===== src/rtl/pipeline_ctrl_pkg.sv =====
// Shared types for the pipeline stall/flush controller: stage-control word,
// control modes and performance-counter indices.
package pipeline_ctrl_pkg;

  typedef struct packed {
    logic load_pc;
    logic load_if_id;
    logic load_id_ex;
    logic load_ex_mem;
    logic load_mem_wb;
    logic flush_if_id;
    logic bubble_id_ex;
    logic flush_id_ex;
  } stage_ctrl_t;

  typedef enum logic [2:0] {
    MODE_RESET,
    MODE_HOLD,
    MODE_REDIRECT,
    MODE_BUBBLE,
    MODE_RUN
  } ctrl_mode_e;

  typedef enum logic [1:0] {
    CNT_BUBBLE,
    CNT_IMEM_STALL,
    CNT_DMEM_STALL,
    CNT_FLUSH
  } cnt_idx_e;

  localparam int NUM_CNT = 4;

  // Reset pushes NOPs into every stage register; hold freezes the whole pipe.
  function automatic stage_ctrl_t stage_ctrl_for(input ctrl_mode_e mode);
    stage_ctrl_t c;
    c = '0;
    case (mode)
      MODE_RESET: c = '1;
      MODE_HOLD:  c = '0;
      MODE_REDIRECT: begin
        c = '1;
        c.bubble_id_ex = 1'b0;
      end
      MODE_BUBBLE: begin
        c.load_id_ex   = 1'b1;
        c.load_ex_mem  = 1'b1;
        c.load_mem_wb  = 1'b1;
        c.bubble_id_ex = 1'b1;
      end
      default: begin
        c.load_pc     = 1'b1;
        c.load_if_id  = 1'b1;
        c.load_id_ex  = 1'b1;
        c.load_ex_mem = 1'b1;
        c.load_mem_wb = 1'b1;
      end
    endcase
    return c;
  endfunction

endpackage


===== src/rtl/pipeline_ctrl_if.sv =====
// Handshake/control bundle between the pipeline controller (slave) and its
// surrounding pipeline (master). Names are from the controller's viewpoint.
interface pipeline_ctrl_if;
  import pipeline_ctrl_pkg::*;

  logic i_load_use_stall;
  logic i_redirect;
  logic i_imem_read;
  logic i_imem_resp;
  logic i_dmem_read;
  logic i_dmem_write;
  logic i_dmem_resp;

  logic o_imem_req_en;
  logic o_dmem_req_en;
  logic o_load_pc;
  logic o_load_if_id;
  logic o_load_id_ex;
  logic o_load_ex_mem;
  logic o_load_mem_wb;
  logic o_flush_if_id;
  logic o_bubble_id_ex;
  logic o_flush_id_ex;
  logic o_frozen;

  modport slave (
    input  i_load_use_stall, i_redirect, i_imem_read, i_imem_resp,
           i_dmem_read, i_dmem_write, i_dmem_resp,
    output o_imem_req_en, o_dmem_req_en, o_load_pc, o_load_if_id,
           o_load_id_ex, o_load_ex_mem, o_load_mem_wb, o_flush_if_id,
           o_bubble_id_ex, o_flush_id_ex, o_frozen
  );

  modport master (
    output i_load_use_stall, i_redirect, i_imem_read, i_imem_resp,
           i_dmem_read, i_dmem_write, i_dmem_resp,
    input  o_imem_req_en, o_dmem_req_en, o_load_pc, o_load_if_id,
           o_load_id_ex, o_load_ex_mem, o_load_mem_wb, o_flush_if_id,
           o_bubble_id_ex, o_flush_id_ex, o_frozen
  );

endinterface


===== src/rtl/pipeline_ctrl_mem_port_tracker.sv =====
// One memory port's "already completed" latch: remembers a response that
// arrived while the pipe was frozen so the access is not re-issued.
module mem_port_tracker (
  input  logic clk,
  input  logic rst,
  input  logic i_req,
  input  logic i_resp,
  input  logic i_adv,
  output logic o_ok,
  output logic o_req_en
);

  logic r_done;

  // A response seen in an advancing cycle is consumed immediately.
  always_ff @(posedge clk) begin
    if (rst) begin
      r_done <= 1'b0;
    end else if (i_adv) begin
      r_done <= 1'b0;
    end else begin
      r_done <= r_done | i_resp;
    end
  end

  assign o_ok     = !i_req | i_resp | r_done;
  assign o_req_en = !rst & !r_done;

endmodule


===== src/rtl/pipeline_ctrl.sv =====
// Stall/flush responder for the 5-stage rv32i pipeline.
// Optional performance counters are enabled with `define PIPE_PERF_CNT_EN.
module pipeline_ctrl
  import pipeline_ctrl_pkg::*;
#(
  parameter int CNT_W = 32
) (
  input  logic             clk,
  input  logic             rst,
  pipeline_ctrl_if.slave   bus
`ifdef PIPE_PERF_CNT_EN
  ,
  output logic [CNT_W-1:0] o_cnt_bubble,
  output logic [CNT_W-1:0] o_cnt_imem_stall,
  output logic [CNT_W-1:0] o_cnt_dmem_stall,
  output logic [CNT_W-1:0] o_cnt_flush
`endif
);

  logic        w_i_ok;
  logic        w_d_ok;
  logic        w_adv;
  logic        w_frozen;
  logic        w_imem_req_en;
  logic        w_dmem_req_en;
  ctrl_mode_e  w_mode;
  stage_ctrl_t w_ctrl;

  mem_port_tracker u_imem (
    .clk      (clk),
    .rst      (rst),
    .i_req    (bus.i_imem_read),
    .i_resp   (bus.i_imem_resp),
    .i_adv    (w_adv),
    .o_ok     (w_i_ok),
    .o_req_en (w_imem_req_en)
  );

  mem_port_tracker u_dmem (
    .clk      (clk),
    .rst      (rst),
    .i_req    (bus.i_dmem_read | bus.i_dmem_write),
    .i_resp   (bus.i_dmem_resp),
    .i_adv    (w_adv),
    .o_ok     (w_d_ok),
    .o_req_en (w_dmem_req_en)
  );

  assign w_adv    = w_i_ok & w_d_ok;
  assign w_frozen = !rst & !w_adv;

  // Priority: reset, memory hold, redirect (beats load-use), load-use bubble.
  always_comb begin
    w_mode = MODE_RUN;
    if (rst) begin
      w_mode = MODE_RESET;
    end else if (!w_adv) begin
      w_mode = MODE_HOLD;
    end else if (bus.i_redirect) begin
      w_mode = MODE_REDIRECT;
    end else if (bus.i_load_use_stall) begin
      w_mode = MODE_BUBBLE;
    end
  end

  assign w_ctrl = stage_ctrl_for(w_mode);

  assign bus.o_imem_req_en  = w_imem_req_en;
  assign bus.o_dmem_req_en  = w_dmem_req_en;
  assign bus.o_load_pc      = w_ctrl.load_pc;
  assign bus.o_load_if_id   = w_ctrl.load_if_id;
  assign bus.o_load_id_ex   = w_ctrl.load_id_ex;
  assign bus.o_load_ex_mem  = w_ctrl.load_ex_mem;
  assign bus.o_load_mem_wb  = w_ctrl.load_mem_wb;
  assign bus.o_flush_if_id  = w_ctrl.flush_if_id;
  assign bus.o_bubble_id_ex = w_ctrl.bubble_id_ex;
  assign bus.o_flush_id_ex  = w_ctrl.flush_id_ex;
  assign bus.o_frozen       = w_frozen;

`ifdef PIPE_PERF_CNT_EN
  logic [CNT_W-1:0]   r_cnt [NUM_CNT];
  logic [NUM_CNT-1:0] w_inc;

  always_comb begin
    w_inc                 = '0;
    w_inc[CNT_BUBBLE]     = (w_mode == MODE_BUBBLE);
    w_inc[CNT_IMEM_STALL] = w_frozen & !w_i_ok;
    w_inc[CNT_DMEM_STALL] = w_frozen & !w_d_ok;
    w_inc[CNT_FLUSH]      = (w_mode == MODE_REDIRECT);
  end

  // Counters wrap naturally at 2^CNT_W.
  always_ff @(posedge clk) begin
    for (int k = 0; k < NUM_CNT; k++) begin
      if (rst) begin
        r_cnt[k] <= '0;
      end else if (w_inc[k]) begin
        r_cnt[k] <= r_cnt[k] + CNT_W'(1);
      end
    end
  end

  assign o_cnt_bubble     = r_cnt[CNT_BUBBLE];
  assign o_cnt_imem_stall = r_cnt[CNT_IMEM_STALL];
  assign o_cnt_dmem_stall = r_cnt[CNT_DMEM_STALL];
  assign o_cnt_flush      = r_cnt[CNT_FLUSH];
`else
  if (CNT_W < 1) begin : g_cnt_w_unused
  end
`endif

endmodule


===== src/flat_wrapper.sv =====
// flat-port wrapper written by rule: the top's interface ports become plain ports
module pipeline_ctrl_flat import pipeline_ctrl_pkg::*;
#(
  parameter int CNT_W = 32
)
  (clk, rst, bus_i_load_use_stall, bus_i_redirect, bus_i_imem_read, bus_i_imem_resp, bus_i_dmem_read, bus_i_dmem_write, bus_i_dmem_resp, bus_o_imem_req_en, bus_o_dmem_req_en, bus_o_load_pc, bus_o_load_if_id, bus_o_load_id_ex, bus_o_load_ex_mem, bus_o_load_mem_wb, bus_o_flush_if_id, bus_o_bubble_id_ex, bus_o_flush_id_ex, bus_o_frozen);
  pipeline_ctrl_if bus_i ();
  input  logic clk;
  input  logic rst;
  input wire logic [$bits(bus_i.i_load_use_stall)-1:0] bus_i_load_use_stall;
  input wire logic [$bits(bus_i.i_redirect)-1:0] bus_i_redirect;
  input wire logic [$bits(bus_i.i_imem_read)-1:0] bus_i_imem_read;
  input wire logic [$bits(bus_i.i_imem_resp)-1:0] bus_i_imem_resp;
  input wire logic [$bits(bus_i.i_dmem_read)-1:0] bus_i_dmem_read;
  input wire logic [$bits(bus_i.i_dmem_write)-1:0] bus_i_dmem_write;
  input wire logic [$bits(bus_i.i_dmem_resp)-1:0] bus_i_dmem_resp;
  output wire logic [$bits(bus_i.o_imem_req_en)-1:0] bus_o_imem_req_en;
  output wire logic [$bits(bus_i.o_dmem_req_en)-1:0] bus_o_dmem_req_en;
  output wire logic [$bits(bus_i.o_load_pc)-1:0] bus_o_load_pc;
  output wire logic [$bits(bus_i.o_load_if_id)-1:0] bus_o_load_if_id;
  output wire logic [$bits(bus_i.o_load_id_ex)-1:0] bus_o_load_id_ex;
  output wire logic [$bits(bus_i.o_load_ex_mem)-1:0] bus_o_load_ex_mem;
  output wire logic [$bits(bus_i.o_load_mem_wb)-1:0] bus_o_load_mem_wb;
  output wire logic [$bits(bus_i.o_flush_if_id)-1:0] bus_o_flush_if_id;
  output wire logic [$bits(bus_i.o_bubble_id_ex)-1:0] bus_o_bubble_id_ex;
  output wire logic [$bits(bus_i.o_flush_id_ex)-1:0] bus_o_flush_id_ex;
  output wire logic [$bits(bus_i.o_frozen)-1:0] bus_o_frozen;
  assign bus_i.i_load_use_stall = bus_i_load_use_stall;
  assign bus_i.i_redirect = bus_i_redirect;
  assign bus_i.i_imem_read = bus_i_imem_read;
  assign bus_i.i_imem_resp = bus_i_imem_resp;
  assign bus_i.i_dmem_read = bus_i_dmem_read;
  assign bus_i.i_dmem_write = bus_i_dmem_write;
  assign bus_i.i_dmem_resp = bus_i_dmem_resp;
  assign bus_o_imem_req_en = bus_i.o_imem_req_en;
  assign bus_o_dmem_req_en = bus_i.o_dmem_req_en;
  assign bus_o_load_pc = bus_i.o_load_pc;
  assign bus_o_load_if_id = bus_i.o_load_if_id;
  assign bus_o_load_id_ex = bus_i.o_load_id_ex;
  assign bus_o_load_ex_mem = bus_i.o_load_ex_mem;
  assign bus_o_load_mem_wb = bus_i.o_load_mem_wb;
  assign bus_o_flush_if_id = bus_i.o_flush_if_id;
  assign bus_o_bubble_id_ex = bus_i.o_bubble_id_ex;
  assign bus_o_flush_id_ex = bus_i.o_flush_id_ex;
  assign bus_o_frozen = bus_i.o_frozen;
  pipeline_ctrl #(.CNT_W(CNT_W)) u_core (.clk(clk), .rst(rst), .bus(bus_i));
endmodule

===== config.mk =====
export PLATFORM = sky130hd
export DESIGN_NAME = pipeline_ctrl_flat
export DESIGN_NICKNAME = d
export VERILOG_FILES = /design/src/rtl/pipeline_ctrl_pkg.sv /design/src/rtl/pipeline_ctrl_if.sv /design/src/rtl/pipeline_ctrl_mem_port_tracker.sv /design/src/rtl/pipeline_ctrl.sv /design/src/flat_wrapper.sv
export SDC_FILE = /design/constraint.sdc
export NUM_CORES = 1
export LEC_CHECK = 0
export BUFFER_PORTS_ARGS = -buffer_cell sky130_fd_sc_hd__clkbuf_2
export CAP_MARGIN = 20
export CORE_AREA = 2 2 39 41
export CTS_BUF_LIST = sky130_fd_sc_hd__clkbuf_16
export DETAILED_ROUTE_END_ITERATION = 16
export DIE_AREA = 0 0 41 43
export GPL_TIMING_DRIVEN = 0
export PLACE_DENSITY = 0.36
export REMOVE_ABC_BUFFERS = 1
export SETUP_SLACK_MARGIN = 0.05
export SLEW_MARGIN = 5
export SYNTH_ARGS = -nofsm -noshare
export SYNTH_HDL_FRONTEND = slang
export SYNTH_SLANG_ARGS = --single-unit

===== constraint.sdc =====
create_clock -name clk -period 1.3 [get_ports clk]
set_clock_uncertainty 0.05 [all_clocks]
set_input_delay 0.13 -clock clk [delete_from_list [all_inputs] [get_ports clk]]
set_output_delay 0.13 -clock clk [all_outputs]
set_load 0.03 [all_outputs]

==> flow_metrics.tcl, run 1 <==
set metrics [dict create \
    status "finished, violations left" \
    violations "negative setup slack" \
    rows 14 \
    min_path_type "input pin to register" \
    drv_slew 0 \
    slew-limit-headroom_pct 84.6 \
    reg2reg_from "u_core.u_imem.r_done" \
    tritoncts "yes" \
    fillers 146 \
    setup_ws_ns -0.0269 \
    diodes 0 \
    yosys_warnings 0 \
    rsz0062_at_grt "yes" \
    ys_seq_area_share_pct 22.5 \
    dpl.hpwl_um 367 \
    hold_buffers 0 \
    worst_pin_slew_ns 0.230 \
    grt_use_met2_pct 12.5 \
    clock_latency_ns 0.22 \
    fin_crit_ns 1.33 \
    grt_usage_pct 8.21 \
    cts.sinks 2 \
    worst_hold_path.endpoint "u_core.u_dmem.r_done" \
    overflow 0 \
    die_y_um 43 \
    switchingPower_w 0.000174 \
    final-setup-viol-count 8 \
    coreArea_um2 1380 \
    clock_path_buffers 2 \
    use_met1_pct 7.96 \
    comb_power_share_pct 27.5 \
    p_clk_share_pct 63.3 \
    cpPeakStageDelay_ns 0.32 \
    gp_congestion 0.535 \
    whs_path_depth 3 \
    antenna_found_initial 0 \
    busiest_layer "met2" \
    critPathLaunchType "register" \
    die_area_um2 1760 \
    drv_cap 0 \
    vdd_drop_max_mv 0.459 \
    hp-start "bus_i_dmem_resp" \
    layout.nets 55 \
    yosys.cell_count.top_type "buf_4" \
    slowest_stage "dfxtp_2" \
    numCtsBuffers 3 \
    yosys_register_bits 2 \
    register_area_um2 42.5 \
    synth_cell_types 15 \
    path_class "register to output pin" \
    grt_pass1_vias 255 \
    cp.required_ns 1.12 \
    io_pins 20 \
    crit_path_end_kind "output pin" \
    synth-edff-count 0 \
    hold_viol 0 \
    yosys-top-cells-count "buf_4, a31o_1, dfxtp_1, nor2_1, nor3_1" \
    grt_max_degree 10 \
    synth.area.top_cells "dfxtp_1, buf_4, a31o_1" \
    gr-usage-met3_pct 4.19 \
    r2r_end "u_core.u_dmem.r_done" \
    reg2regPathDepth 5 \
    ant_nets 0 \
    viasPerCell 4.02 \
    critPathArrivalTime_ns 1.15 \
    htreeDepth 1 \
    drt_iter0_markers 2 \
    grt_pass1_wl_um 938 \
    drt-total-wl_um 640 \
    cts-root-buf "clkbuf_16" \
    port-buffer-count 19 \
    wl_per_cell_um 10.7 \
    synth_top_area_share_pct 22.5 \
    synth_ff_type "dfxtp_1" \
    cellInternalPower_w 0.000552 \
    fmax_mhz 754 \
    seq_power_share_pct 9.2 \
    cp_cell_sequence "nor2_4, nand2_4, a31o_4, buf_8" \
    clkTransAtPathRegs_ns 0.03 \
    p_leak_nw 0.238 \
    tns_ns -0.177 \
    drive_above_1_share_pct 81.8 \
    drc 0 \
    via_count 241 \
    p_per_area_nw_per_um2 1470 \
    hold-worst-slack_ns 0.198 \
    finalCritPeriodShare_pct 102 \
    synth_top_cell_by_area "dfxtp_1" \
    multi_input_area_um2 136 \
    synth_area_per_cell_um2 8.08 \
    fp.dieW_um 41 \
    syn2layout_area_growth_pct 177 \
    async_flop_share_pct 0 \
    path_max_fanout 6 \
    switching_share_pct 24.0 \
    first_pass_iters 2 \
    netlist_instances 22 \
    start_util_pct 12.8 \
    syn_area_um2 178 \
    ff2ff_setup_slack_ns 0.25 \
]
layout make-up:
type	count	share of cell area, %
well taps	16	4.06
repair buffers	24	43.7
multi-input cells	14	27.7
flip-flops and latches	2	8.63
inverters	1	0.761
clock buffers	3	15.2
power groups by stage:
stage          Sequential, W  Clock, W  Combinational, W
2_1_floorplan      0.0000666         0         0.0000815
3_3_place_gp       0.0000667         0          0.000127
3_5_place_dp       0.0000668         0          0.000126
4_1_cts            0.0000668  0.000467          0.000168
5_1_grt            0.0000669  0.000472          0.000210
6_report           0.0000668  0.000460          0.000200
registers in the layout, summed over array words and instances, names as in the netlist:
register / cells
u_core.u_dmem.r_done: 1
u_core.u_imem.r_done: 1
layer usage:
metal	wire, um	up-vias
met2	291	18
met5	0	-
met1	244	107
li1	-	116
met3	104	0
met4	0	0
repair_timing:
item / in CTS / in global routing
buffers inserted: 2 / 3
resized for setup: 21 / 12
setup endpoints to repair: 9 / 9
cloned: 0 / 0
pin swaps: 6 / 7
cells in the final DEF, fill, tap and decap left out:
cell type   n
a31o_4      2
clkbuf_2   10
a21o_4      1
nor2_4      2
nor3_1      2
inv_1       1
a41o_1      1
buf_4       6
buf_8       8
o21ai_4     1
nor2_1      2
a21oi_1     1
dfxtp_2     2
clkbuf_16   3
nand2_4     1
nand2_1     1
stage by stage:
stage | utilization, % | setup WS (ns) | instance area (um^2) | cells | total power, W
6_report | 35.6 | -0.0269 | 493 | 60 | 0.000726
5_1_grt | 35.6 | -0.0553 | 493 | 60 | 0.000749
2_1_floorplan | - | 0.0225 | 143 | 17 | 0.000148
3_3_place_gp | 18.6 | 0.156 | 258 | 52 | 0.000193
3_5_place_dp | 18.6 | 0.168 | 258 | 52 | 0.000193
4_1_cts | 31.5 | -0.0594 | 435 | 57 | 0.000702
critical path, delay by kind of cell (launching register included):
family          cells  cell delay, ns
compound gates      1            0.26
flops               1            0.32
buf+inv             1            0.13
simple gates        2            0.21
worst max-delay path by stage:
stage / from / end / slack [ns] / cells past startpoint
2_1_floorplan: u_core.u_dmem.r_done / bus_o_load_ex_mem / 0.02 / 3
3_3_place_gp: u_core.u_dmem.r_done / bus_o_bubble_id_ex / 0.16 / 4
3_5_place_dp: u_core.u_dmem.r_done / bus_o_bubble_id_ex / 0.17 / 4
4_1_cts: u_core.u_dmem.r_done / bus_o_load_if_id / -0.06 / 4
5_1_grt: u_core.u_imem.r_done / bus_o_load_if_id / -0.06 / 4
6_report: u_core.u_imem.r_done / bus_o_flush_id_ex / -0.03 / 4
kinds of logic after synthesis:
group / Yosys count / synth area share, %
buf+inv: 6 / 21.8
simple gates: 8 / 28.2
flops: 2 / 22.5
compound gates: 6 / 27.5
No activity file was read; power rests on OpenSTA's default activity.
==> run 2, diff against run 1 <==
ABC_AREA = 1   (was not set)
PLACE_DENSITY = 0.37   (was 0.36)
==> run 2 against run 1 <==
- the flow now finishes without violations
- clock power barely moved
- power fell by 2.2%
- setup slack improved by 0.068 ns
==> flow_metrics.tcl, run 2 <==
set metrics [dict create \
    p_total_w 0.000710 \
    seq_power_share_pct 10.0 \
    die_area_um2 1760 \
    fp.dieW_um 41 \
    synth_top_area_share_pct 21.2 \
    final_common_cell "clkbuf_2" \
    drt_iter0_markers 0 \
    yosys-top-cells-count "inv_1, buf_4, nand2_1, nor2_1" \
    viasPerCell 3.52 \
    cp.required_ns 1.12 \
    async_flop_share_pct 0 \
    final_util_pct 32.1 \
    grt_pass1_wl_um 786 \
    antenna_found_initial 0 \
    reg2reg_from "u_core.u_imem.r_done" \
    yosys.cell_count.top_type "inv_1" \
    drv_cap 0 \
    grt_pass1_vias 224 \
    die_y_um 43 \
    drc 0 \
    path_max_fanout 4 \
    comb_power_share_pct 25.2 \
    htreeDepth 1 \
    rsz0062_at_grt "yes" \
    path_class "register to output pin" \
    grt_max_degree 6 \
    switchingPower_w 0.000177 \
    yosys_warnings 0 \
    first_pass_iters 1 \
    critPathLaunchType "register" \
    critPathArrivalTime_ns 1.08 \
    fillers 162 \
    fmax_mhz 794 \
    start_util_pct 13.7 \
    status "finished clean" \
    netlist_instances 29 \
    syn2layout_area_growth_pct 135 \
    hold_viol 0 \
    switching_share_pct 25.0 \
    min_path_type "input pin to register" \
    vdd_drop_max_mv 0.637 \
    grt_usage_pct 7.31 \
    synth_cell_types 10 \
    yosys_register_bits 2 \
    fin_crit_ns 1.26 \
    drt-total-wl_um 517 \
    cts-root-buf "clkbuf_16" \
    wl_per_cell_um 7.95 \
    clkTransAtPathRegs_ns 0.03 \
    gp_congestion 0.598 \
    ant_nets 0 \
    io_pins 20 \
    largestRegisters "u_core.u_dmem.r_done: 1 flops, u_core.u_imem.r_done: 1 flops" \
    clock_path_buffers 2 \
    dpl.hpwl_um 395 \
    diodes 0 \
    overflow 0 \
    p_clk_share_pct 64.9 \
    syn_area_um2 189 \
    numCtsBuffers 3 \
    whs_path_depth 5 \
    synth-edff-count 0 \
    via_count 229 \
    cp-startpoint "u_core.u_imem.r_done" \
    drive_above_1_share_pct 73.5 \
    hp-start "bus_i_dmem_resp" \
    reg2regPathDepth 6 \
    clock_latency_ns 0.22 \
    worst_pin_slew_ns 0.174 \
    port-buffer-count 19 \
    synth_ff_type "dfxtp_1" \
    p_per_area_nw_per_um2 1600 \
    synth_top_cell_by_area "dfxtp_1" \
    slew-limit-headroom_pct 88.5 \
    cts.sinks 2 \
    rows 14 \
    final_cell_mix "clkbuf_2, buf_6, inv_1, buf_4" \
    cellInternalPower_w 0.000532 \
    crit_path_end_kind "output pin" \
    finalCritPeriodShare_pct 96.8 \
    hold_buffers 0 \
    final-setup-viol-count 0 \
    p_leak_nw 0.247 \
    synth.area.top_cells "dfxtp_1, buf_4, inv_1" \
    layout.nets 60 \
    coreArea_um2 1380 \
    drv_slew 0 \
    synth_area_per_cell_um2 6.51 \
    ys_seq_area_share_pct 21.2 \
    tritoncts "yes" \
]
run 2: cell types whose count changed after synthesis, moves of 2 or more:
cell	before	now
nand3_1	0	2
nor3_1	2	0
inv_1	1	7
o21bai_1	0	2
a31o_1	2	0
nand2_1	1	4
run 2: timing repair:
item	in CTS	in global routing
setup buffers	0	2
pin swaps	3	3
endpoints found under the setup margin	9	9
gates resized for setup	13	21
run 2: cells by family (layout without fill, tap and decap cells):
| group | count (synthesis) | in the layout | share of synthesized area [%] |
|---|---|---|---|
| AND/OR/NAND/NOR | 14 | 14 | 41.1 |
| buffers and inverters | 11 | 31 | 29.8 |
| AO/OA/AOI/OAI | 2 | 2 | 7.94 |
| flip-flops | 2 | 2 | 21.2 |
run 2: layout make-up:
cell class                 count  area (um^2)  area share (%)
multi-input combinational     16          121            27.3
tap                           16         20.0            4.51
timing repair buffer          21          159            35.8
inverter                       7         26.3            5.92
clock buffer                   3         75.1            16.9
sequential                     2         42.5            9.58
run 2: power by group through the flow:
| stage | combinational [W] | sequential [W] | clock (W) |
|---|---|---|---|
| floorplan | 0.0000934 | 0.0000683 | 0 |
| global placement | 0.000135 | 0.0000687 | 0 |
| detailed placement | 0.000135 | 0.0000689 | 0 |
| CTS | 0.000148 | 0.0000693 | 0.000467 |
| global route | 0.000190 | 0.0000713 | 0.000478 |
| finish | 0.000179 | 0.0000707 | 0.000460 |
run 2: metal layers:
layer  routed length, um  up-vias  track usage [%]  share of wire, %
met5                   0        -                0                 0
met4                   0        0             6.00                 0
met3                  62        0             4.71                12
met2                 282       10             10.9                55
met1                 173       98             6.39                33
li1                    -      121                -                 -
run 2: worst paths after layout:
check,to,slack (ns)
worst min-delay path,u_core.u_dmem.r_done,0.20
worst max-delay path,bus_o_bubble_id_ex,0.04
worst min register to register,u_core.u_dmem.r_done,0.52
worst max register to register,u_core.u_imem.r_done,0.31
run 2: through the flow:
step | area (um^2) | cells | setup TNS, ns | setup WS (ns) | hold WS [ns]
6_report | 444 | 65 | 0 | 0.0413 | 0.200
5_1_grt | 444 | 65 | -0.00347 | -0.00347 | 0.239
4_1_cts | 379 | 63 | -0.0587 | -0.0209 | 0.106
3_5_place_dp | 274 | 60 | 0 | 0.158 | 0.331
3_3_place_gp | 274 | 60 | 0 | 0.168 | 0.326
2_1_floorplan | 159 | 25 | -0.586 | -0.293 | 0.223
run 2: worst max-delay path: stages (launching register included):
cell	delay, ns
dfxtp_2	0.34
nor2_4	0.04
nand2_2	0.09
nand2_4	0.08
o21bai_1	0.13
buf_4	0.18
==> run 3, diff against run 2 <==
CTS_CLUSTER_SIZE = 14   (was not set)
clock period = 1.2 ns   (was 1.3 ns; I/O delays follow)
==> run 3 against run 2 <==
- the run now ends with negative setup slack left
- die area stayed put
- cell area unchanged
- combinational power rose by 8%
- first-iteration DRC count unchanged
- sequential cell count stayed put
- critical endpoint unchanged
==> flow_metrics.tcl, run 3 (synthesized netlist as in run 2, its figures left out) <==
set metrics [dict create \
    ff2ff_setup_slack_ns 0.21 \
    violations "negative setup slack" \
    start_util_pct 13.7 \
    worst_pin_slew_ns 0.174 \
    io_pins 20 \
    ant_nets 0 \
    grt_pass1_wl_um 786 \
    p_leak_nw 0.247 \
    drc 0 \
    grt_max_degree 6 \
    tns_ns -0.196 \
    vdd_drop_max_mv 0.690 \
    place_area_um2 274 \
    rows 14 \
    coreArea_um2 1380 \
    first_pass_iters 1 \
    via_count 229 \
    p_total_w 0.000769 \
    final-setup-viol-count 7 \
    slew-limit-headroom_pct 88.5 \
    min_path_type "input pin to register" \
    setup_ws_ns -0.0487 \
    die_y_um 43 \
    syn2layout_area_growth_pct 135 \
    numCtsBuffers 3 \
    overflow 0 \
    grt_pass1_vias 224 \
    fp.dieW_um 41 \
    path_class "register to output pin" \
    drive_above_1_share_pct 73.5 \
    layout.nets 60 \
    drt-total-wl_um 517 \
    cp.required_ns 1.03 \
    critPathLaunchType "register" \
    clock_latency_ns 0.22 \
    tritoncts "yes" \
    finalCritPeriodShare_pct 104 \
    fin_crit_ns 1.25 \
    drt_iter0_markers 0 \
    critPathArrivalTime_ns 1.08 \
    antenna_found_initial 0 \
    drv_cap 0 \
    htreeDepth 1 \
    dpl.hpwl_um 395 \
    post-place-ws_ns 0.0678 \
    final_cell_mix "clkbuf_2, buf_6, inv_1, buf_4" \
    path_max_fanout 4 \
    drv_slew 0 \
    fmax_mhz 801 \
    post-route-cell-area_um2 444 \
    hold_viol 0 \
    viasPerCell 3.52 \
    clock_path_buffers 2 \
    wl_per_cell_um 7.95 \
    grt_usage_pct 7.31 \
    largestRegisters "u_core.u_dmem.r_done: 1 flops, u_core.u_imem.r_done: 1 flops" \
    cts.sinks 2 \
    crit_path_end_kind "output pin" \
    cts-root-buf "clkbuf_16" \
    die_area_um2 1760 \
    gp_congestion 0.598 \
    final_common_cell "clkbuf_2" \
    diodes 0 \
    status "finished, violations left" \
    port-buffer-count 19 \
    clkTransAtPathRegs_ns 0.03 \
    p_per_area_nw_per_um2 1730 \
    rsz0062_at_grt "yes" \
]
[run 3: critical path, stage by stage, from the launching register on]
cell	delay (ns)
dfxtp_2	0.34
nor2_4	0.04
nand2_2	0.09
nand2_4	0.08
o21bai_1	0.13
buf_4	0.18
[run 3: metrics by stage]
stage               utilization [%]  std cells  hold WS (ns)
finish                         32.1         65         0.190
global route                   32.1         65         0.229
CTS                            27.4         63        0.0961
detailed placement             19.8         60         0.321
global placement               19.8         60         0.316
floorplan                         -         25         0.213
[run 3: path summary, 6_finish.rpt]
kind,endpoint,start,depth (start not counted)
setup / recovery,bus_o_bubble_id_ex,u_core.u_imem.r_done,5
hold / removal,u_core.u_dmem.r_done,bus_i_dmem_resp,5
setup reg to reg,u_core.u_imem.r_done,u_core.u_imem.r_done,6
hold reg to reg,u_core.u_dmem.r_done,u_core.u_dmem.r_done,4
[run 3: cell type report]
type | instances | area (um^2)
sequential | 2 | 42.5
timing repair buffer | 21 | 159
inverter | 7 | 26.3
multi-input combinational | 16 | 121
clock buffer | 3 | 75.1
fill | 162 | 940
tap | 16 | 20.0
[run 3: power by group]
group          leakage (nW)  switching, W  total [W]  internal [W]
Clock                0.0370     0.0000749   0.000499      0.000424
Sequential           0.0172    0.00000442  0.0000766     0.0000722
Combinational         0.193      0.000113   0.000193     0.0000806
[run 3: what timing repair did]
item / 4_1_cts / 5_1_grt
gates cloned: 0 / 0
pin swaps: 3 / 3
endpoints found under the setup margin: 9 / 9
setup buffers: 0 / 2
hold buffers: 0 / 0
gates resized for setup: 13 / 21
hold endpoints to repair: 0 / 0
[run 3: per-layer routing]
layer | vias up | routed length [um] | share of wire, % | track usage [%]
li1 | 121 | - | - | -
met1 | 98 | 173 | 33 | 6.39
met2 | 10 | 282 | 55 | 10.9
met3 | 0 | 62 | 12 | 4.71
met4 | 0 | 0 | 0 | 6.00
met5 | - | 0 | 0 | 0
